File: src/rtl/button_events_pkg.sv
// Shared types and default timing for the button gesture decoder.
// Counter width is sized so the longer of the two thresholds always fits without wrapping.
package button_events_pkg;

    typedef enum logic [1:0] {
        ST_IDLE  = 2'd0,
        ST_SHORT = 2'd1,
        ST_LONG  = 2'd2
    } state_e;

    localparam int DEF_N             = 4;
    localparam int DEF_HOLD_CYCLES   = 50_000_000;
    localparam int DEF_REPEAT_CYCLES = 10_000_000;

    function automatic int cnt_width(input int hold_cycles, input int repeat_cycles);
        int m;
        m = (hold_cycles > repeat_cycles) ? hold_cycles : repeat_cycles;
        return $clog2(m) + 1;
    endfunction

endpackage

File: src/rtl/button_events_chan.sv
// One button channel: IDLE/SHORT/LONG state machine with a per-channel cycle counter
// producing registered press/release/tap/hold/repeat pulses and the long level.
module button_events_chan
    import button_events_pkg::*;
#(
    parameter int HOLD_CYCLES   = DEF_HOLD_CYCLES,
    parameter int REPEAT_CYCLES = DEF_REPEAT_CYCLES
) (
    input  logic clock,
    input  logic reset,
    input  logic btn,
    output logic press,
    output logic rel,
    output logic tap,
    output logic hold,
    output logic rpt,
    output logic long
);

    localparam int               CNT_W     = cnt_width(HOLD_CYCLES, REPEAT_CYCLES);
    localparam logic [CNT_W-1:0] HOLD_LAST = CNT_W'(HOLD_CYCLES - 1);
    localparam logic [CNT_W-1:0] RPT_LAST  = CNT_W'((REPEAT_CYCLES > 0) ? REPEAT_CYCLES - 1 : 0);
    localparam logic [CNT_W-1:0] CNT_MAX   = '1;
    localparam bit               RPT_EN    = (REPEAT_CYCLES > 0);

    state_e           state_q, state_d;
    logic [CNT_W-1:0] cnt_q, cnt_d;
    logic             press_q, press_d;
    logic             rel_q, rel_d;
    logic             tap_q, tap_d;
    logic             hold_q, hold_d;
    logic             rpt_q, rpt_d;

    // Release is tested first in every pressed state so it wins over a coincident threshold.
    always_comb begin
        state_d = state_q;
        cnt_d   = cnt_q;
        press_d = 1'b0;
        rel_d   = 1'b0;
        tap_d   = 1'b0;
        hold_d  = 1'b0;
        rpt_d   = 1'b0;
        case (state_q)
            ST_IDLE: begin
                if (btn) begin
                    state_d = ST_SHORT;
                    cnt_d   = '0;
                    press_d = 1'b1;
                end
            end
            ST_SHORT: begin
                if (!btn) begin
                    state_d = ST_IDLE;
                    cnt_d   = '0;
                    rel_d   = 1'b1;
                    tap_d   = 1'b1;
                end else if (cnt_q == HOLD_LAST) begin
                    state_d = ST_LONG;
                    cnt_d   = '0;
                    hold_d  = 1'b1;
                end else begin
                    cnt_d = cnt_q + 1'b1;
                end
            end
            ST_LONG: begin
                if (!btn) begin
                    state_d = ST_IDLE;
                    cnt_d   = '0;
                    rel_d   = 1'b1;
                end else if (RPT_EN && (cnt_q == RPT_LAST)) begin
                    cnt_d = '0;
                    rpt_d = 1'b1;
                end else if (cnt_q != CNT_MAX) begin
                    cnt_d = cnt_q + 1'b1;
                end
            end
            default: begin
                state_d = ST_IDLE;
                cnt_d   = '0;
            end
        endcase
    end

    always_ff @(posedge clock or posedge reset) begin
        if (reset) begin
            state_q <= ST_IDLE;
            cnt_q   <= '0;
            press_q <= 1'b0;
            rel_q   <= 1'b0;
            tap_q   <= 1'b0;
            hold_q  <= 1'b0;
            rpt_q   <= 1'b0;
        end else begin
            state_q <= state_d;
            cnt_q   <= cnt_d;
            press_q <= press_d;
            rel_q   <= rel_d;
            tap_q   <= tap_d;
            hold_q  <= hold_d;
            rpt_q   <= rpt_d;
        end
    end

    assign press = press_q;
    assign rel   = rel_q;
    assign tap   = tap_q;
    assign hold  = hold_q;
    assign rpt   = rpt_q;
    assign long  = (state_q == ST_LONG);

endmodule

File: src/rtl/button_events.sv
// N independent button gesture channels sharing one clock and reset.
// The release output is named rel because release is a reserved word.
module button_events
    import button_events_pkg::*;
#(
    parameter int N             = DEF_N,
    parameter int HOLD_CYCLES   = DEF_HOLD_CYCLES,
    parameter int REPEAT_CYCLES = DEF_REPEAT_CYCLES
) (
    input  logic         clock,
    input  logic         reset,
    input  logic [N-1:0] btn,
    output logic [N-1:0] press,
    output logic [N-1:0] rel,
    output logic [N-1:0] tap,
    output logic [N-1:0] hold,
    output logic [N-1:0] rpt,
    output logic [N-1:0] long
);

    for (genvar i = 0; i < N; i++) begin : g_chan
        button_events_chan #(
            .HOLD_CYCLES  (HOLD_CYCLES),
            .REPEAT_CYCLES(REPEAT_CYCLES)
        ) u_chan (
            .clock(clock),
            .reset(reset),
            .btn  (btn[i]),
            .press(press[i]),
            .rel  (rel[i]),
            .tap  (tap[i]),
            .hold (hold[i]),
            .rpt  (rpt[i]),
            .long (long[i])
        );
    end

endmodule

File: config.mk
export PLATFORM = sky130hd
export DESIGN_NAME = button_events
export DESIGN_NICKNAME = d
export VERILOG_FILES = /design/src/rtl/button_events_pkg.sv /design/src/rtl/button_events_chan.sv /design/src/rtl/button_events.sv
export SDC_FILE = /design/constraint.sdc
export NUM_CORES = 1
export LEC_CHECK = 0
export CORE_MARGIN = 5
export CORE_UTILIZATION = 40
export DETAILED_ROUTE_END_ITERATION = 6
export SLEW_MARGIN = 20
export SYNTH_ARGS = -nofsm -noshare
export SYNTH_HDL_FRONTEND = slang
export SYNTH_HIERARCHICAL = 1
export SYNTH_SLANG_ARGS = --single-unit
File: constraint.sdc
create_clock -name clock -period 3 [get_ports clock]
set_clock_uncertainty 0.1 [all_clocks]
set_input_delay 0.3 -clock clock [delete_from_list [all_inputs] [get_ports clock]]
set_output_delay 0.3 -clock clock [all_outputs]
set_load 0.01 [all_outputs]
## Yosys cells after proc, flatten, opt, wreduce, memory -nomap -nowiden

Index checks and enable logic that the tools add are counted.

- $add $sub $neg: 4
- Equal/unequal tests: 36
- Mux-type cells: 92
- Reductions and logical operators: 16

Operators by type and width:

| kind | number |
|---|---|
| $mux W27 | 24 |
| $pmux W27 S3 | 4 |
| $add A27 B1 Y27 const B | 4 |
| $eq A27 B24 Y1 const B | 4 |
| $eq A27 B26 Y1 const B | 4 |
| $ne A27 B27 Y1 const B | 4 |
| $mux W1 | 44 |
| $mux W2 | 16 |
| $pmux W2 S3 | 4 |
| $ne A2 B2 Y1 const B | 8 |
| $ne A4 B4 Y1 const B | 4 |
| $ne A3 B2 Y1 const B | 4 |
| $reduce_and A3 Y1 | 4 |
| $eq A2 B1 Y1 const B | 4 |
| $eq A2 B2 Y1 const B | 4 |
| $logic_not A2 Y1 | 4 |
| $reduce_and A2 Y1 | 4 |
| $reduce_or A2 Y1 | 4 |

- Bits in registers: 136
- Input bits: 6
- Word-level logic and storage cells: 176

## Longest topological paths before layout

- Depth in word-level cells: 5
- Gate-level depth with buffers: 9
- Gate-level depth less buffers: 8

## Cells and area by module

Netlist, hierarchy kept.

By module, submodules not included:

| module | times used | cells each | area an instance (um2) | seq. area each (um2) |
|---|---|---|---|---|
| button_events_chan at g_chan[1].u_chan ... | 2 | 219 | 2006.9 | 850.8 |
| button_events_chan at g_chan[3].u_chan | 1 | 228 | 2124.5 | 850.8 |
| button_events_chan at g_chan[0].u_chan | 1 | 226 | 2037.0 | 850.8 |

## Worst setup path after synthesis

Ideal clock, no wire load.

- Kind: reg-to-reg
- From: reg g_chan[1].u_chan.cnt_q[7]
- To: reg g_chan[1].u_chan.cnt_q[4]
- Setup time: 126 ps
- Arrival: 2212 ps
- Slack: 562 ps
- Cell stages (with the launch flop): 8
- Path through: dfrtp_1 > or4_1 > or4_1 > o21ai_2 > a21o_2 > buf_6 > nor2_4 > a221o_1

- Longest elaborated chain between the ends: 4

RTL lines:

| element | line | text |
|---|---|---|
| start: declaration | button_events_chan.sv:27 | `logic [CNT_W-1:0] cnt_q, cnt_d;` |
| start signal: assignment | button_events_chan.sv:95 | `cnt_q <= cnt_d;` |
| $eq A27 B24 Y1 or $eq A27 B26 Y1 (tied branches) | button_events_chan.sv:70, button_events_chan.sv:57 |  |
| $mux W27 (on tied branches) | button_events_chan.sv:70, button_events_chan.sv:57 |  |
| $mux W27 (on tied branches) | button_events_chan.sv:66, button_events_chan.sv:52 |  |
| $pmux W27 S3 | button_events_chan.sv:43 | `case (state_q)` |

Several ways; a longest one is shown, not always the timed one.
A chain may end at the register's enable or synchronous reset.

## Worst setup path in the final report

Ends and elaborated chain as after synthesis.

==> metrics.txt <==
Post-CTS Setup Inserts 0; clk slew on worst S/H paths 0.06 ns; # IOs 30; total power per unit cell area 553 nW/um^2; top post-synthesis cells by area dfrtp_1 (42%), nand3_1 (5.4%), nand2_1 (5.1%); hold buffer count at cts 0; post-route cell area 9280 sq um; Critical Path Source Type flip-flop; unrepaired setup endpoints after global routing no; Die X-Extent 153 microns; Pleak 3.73 nW; Final #Nets 953; area leader, netlist dfrtp_1; CP Data Arrival Time 2.88 ns; Num CTS Buffers 17; Critical Path End Type flip-flop; initial DRC count 588; FF-to-FF Start g_chan[1].u_chan/cnt_q[7]; CTS tree done; Max Transition Viols Final 0; worst setup path end g_chan[1].u_chan/cnt_q[4]; Area growth syn-to-layout 13.5%; critical path class reg -> reg; R2R depth 6; Worst Path Buf+Inv 0; placed insts 1182; syn nets 914; vias in the first global route 6637; Rel. slew slack 0.378; Placer Congestion 0.827; drt wl/cell 16.4 microns; worst setup margin 0.315 ns; Global Route Usage Sum 0.173; post-CTS resize count 0; R2R Setup Slk 0.32 ns; DRC 0; ys async rst share 1.00; first drt pass iteration count 5; Yosys reg bits 136; CTS root buf clkbuf_16; max-cap viol count 0; Area after DPL 8730 sq um; status completed; yosys warns 6; Seq/Total Area, Yosys 0.416; EDFF count, synth 0; Detail Route Antenna Nets 0; CP max stage cell or4_1; minimum clock period 2.68 ns; Non-Filler Instances 1214; CP delay by family, top simple AND/OR/NAND/NOR gates; Synth Instances 892; crit path cell chain or4_1 > or4_1 > o21ai_2 > a21oi_2 > and3_1 > a221o_1; main flop type after synthesis dfrtp_1; share of layout cells above drive strength 1 0.128; Mapped Avg Cell Area 9.17 sq um; Vias/cell 5.83; synthesized area 8180 sq um; Slew @ Worst Pin 0.930 ns; Rows 52; Tcrit/Tclk final 0.895; peak supply drop 0.274 mV; Die H 153 microns; ANT cells 0; Worst Hold Class in -> async; Reg-to-Reg End g_chan[1].u_chan/cnt_q[4]; Die ar. 23400 sq um; Setup crit start g_chan[1].u_chan/cnt_q[7]; Worst Path Required 3.20 ns; largest net degree at the start of global routing 35; Final setup viols 0; critical path fanouts, max 17; most used cell, CP or4_1; IO buf count 29; Starting Density 0.405; insertion delay to the later sink of the worst-skew pair 0.42 ns; worst slack at placement 0.336 ns; maximum clock frequency 0.372 GHz; core area 20200 sq um; antenna violations before repair 0; global route total overflow 0; clk sinks 136; Slowest Stage Delay on Critical Path 0.59 ns; via count 7083; share of the synthesized area in the top cell type 0.416; library cells used by synthesis 82; Setup Total Neg Slack 0 ns; Crit path depth 6; dpl hpwl 13800 microns; htree depth 4; CTS max path bufs 2; global-route wire length before repair 34000 microns; drt total wl 19900 microns; Fin. Hold Viols 0
## cells in the final DEF, fill, tap and decap left out, types with 6 or more instances in the layout
master	instances
or4_1	9
and3_1	25
buf_4	34
nand2_1	111
nor4_1	14
clkdlybuf4s50_1	29
inv_1	33
a22o_2	6
nor2b_1	11
o31ai_1	16
dfrtp_1	136
ha_1	16
a21o_1	6
a21oi_1	28
a31oi_1	18
o21ai_1	8
nand4_1	30
nor3_1	21
xnor2_1	8
clkbuf_16	17
or2_2	6
o21ai_0	41
and2_1	13
nand3_1	88
or4_2	6
a22o_1	17
a2bb2oi_1	10
clkinv_2	6
o311ai_0	8
and4_1	11
nor2_1	42
or3_1	6
## synth_stat cells, types with 4 or more instances
cell         n
a21o_1       6
a21oi_1     28
a22o_1      17
a22o_2       6
a2bb2oi_1   10
a2bb2oi_2    4
a31oi_1     18
a41oi_1      4
and2_1      13
and3_1      25
and4_1      11
buf_2        6
buf_6       15
clkbuf_1    17
dfrtp_1    136
ha_1        16
inv_1       33
mux2i_1      4
nand2_1    111
nand2b_1     4
nand3_1     88
nand4_1     30
nor2_1      42
nor2b_1     11
nor3_1      21
nor4_1      14
nor4b_1      5
o21ai_0     41
o21ai_1      8
o21ai_2      4
o311ai_0     8
o311ai_1     5
o31ai_1     16
o41ai_1      4
or2_2        6
or3_1        6
or4_1        9
or4_2        6
or4_4        4
xnor2_1      8
## layer usage
layer | GRT usage | wire [microns]
met4 | 0.0513 | 308
met1 | 0.238 | 9380
met2 | 0.276 | 9400
met5 | 0 | 0
met3 | 0.0382 | 762
## where the power goes
part           switching (W)  internal (W)
clock               0.000777       0.00117
sequential         0.0000567       0.00193
combinational       0.000741      0.000454
## worst min path at each step
stage,from,endpoint,depth (start not counted)
after global placement,g_chan[2].u_chan/cnt_q[15],g_chan[2].u_chan/cnt_q[15],1
after detailed placement,g_chan[2].u_chan/cnt_q[15],g_chan[2].u_chan/cnt_q[15],1
after CTS,reset,g_chan[3].u_chan/rel,2
after floorplan,btn[1],g_chan[1].u_chan/rel,1
final,reset,g_chan[3].u_chan/rel,2
after global routing,reset,g_chan[3].u_chan/press,2
## area by class of cell
class | count | area [sq um]
clock buffer | 23 | 468
clock inverter | 9 | 75.1
fill | 1963 | 10900
inverter | 33 | 124
multi-input combinational | 680 | 4320
sequential | 136 | 3400
tap | 270 | 338
timing repair buffer | 63 | 546
## registers in the layout (all words and copies together) (netlist names)
name                   flops
g_chan.u_chan/cnt_q      108
g_chan.u_chan/state_q      8
g_chan.u_chan/hold         4
g_chan.u_chan/press        4
g_chan.u_chan/rel          4
g_chan.u_chan/rpt          4
g_chan.u_chan/tap          4
## cell families (layout without fill, tap and decap cells)
logic type / Yosys count / after routing / synth area share
multiplexers: 5 / 5 / 0.00627
buffers and inverters: 76 / 128 / 0.0549
XOR/XNOR: 8 / 8 / 0.00857
flip-flops: 136 / 136 / 0.416
AND/OR/NAND/NOR: 437 / 437 / 0.296
AO/OA/AOI/OAI: 214 / 214 / 0.193
adder cells (fa/ha/maj): 16 / 16 / 0.0245
## through the flow
| stage | power, W | hold WS, ns | utilization |
|---|---|---|---|
| after floorplan | 0.00287 | 0.266 | - |
| after global placement | 0.00321 | 0.385 | 0.433 |
| after detailed placement | 0.00321 | 0.387 | 0.433 |
| after CTS | 0.00519 | 0.160 | 0.460 |
| after global routing | 0.00542 | 0.209 | 0.460 |
| final | 0.00513 | 0.139 | 0.460 |
Power figures use the tool's default switching activity.
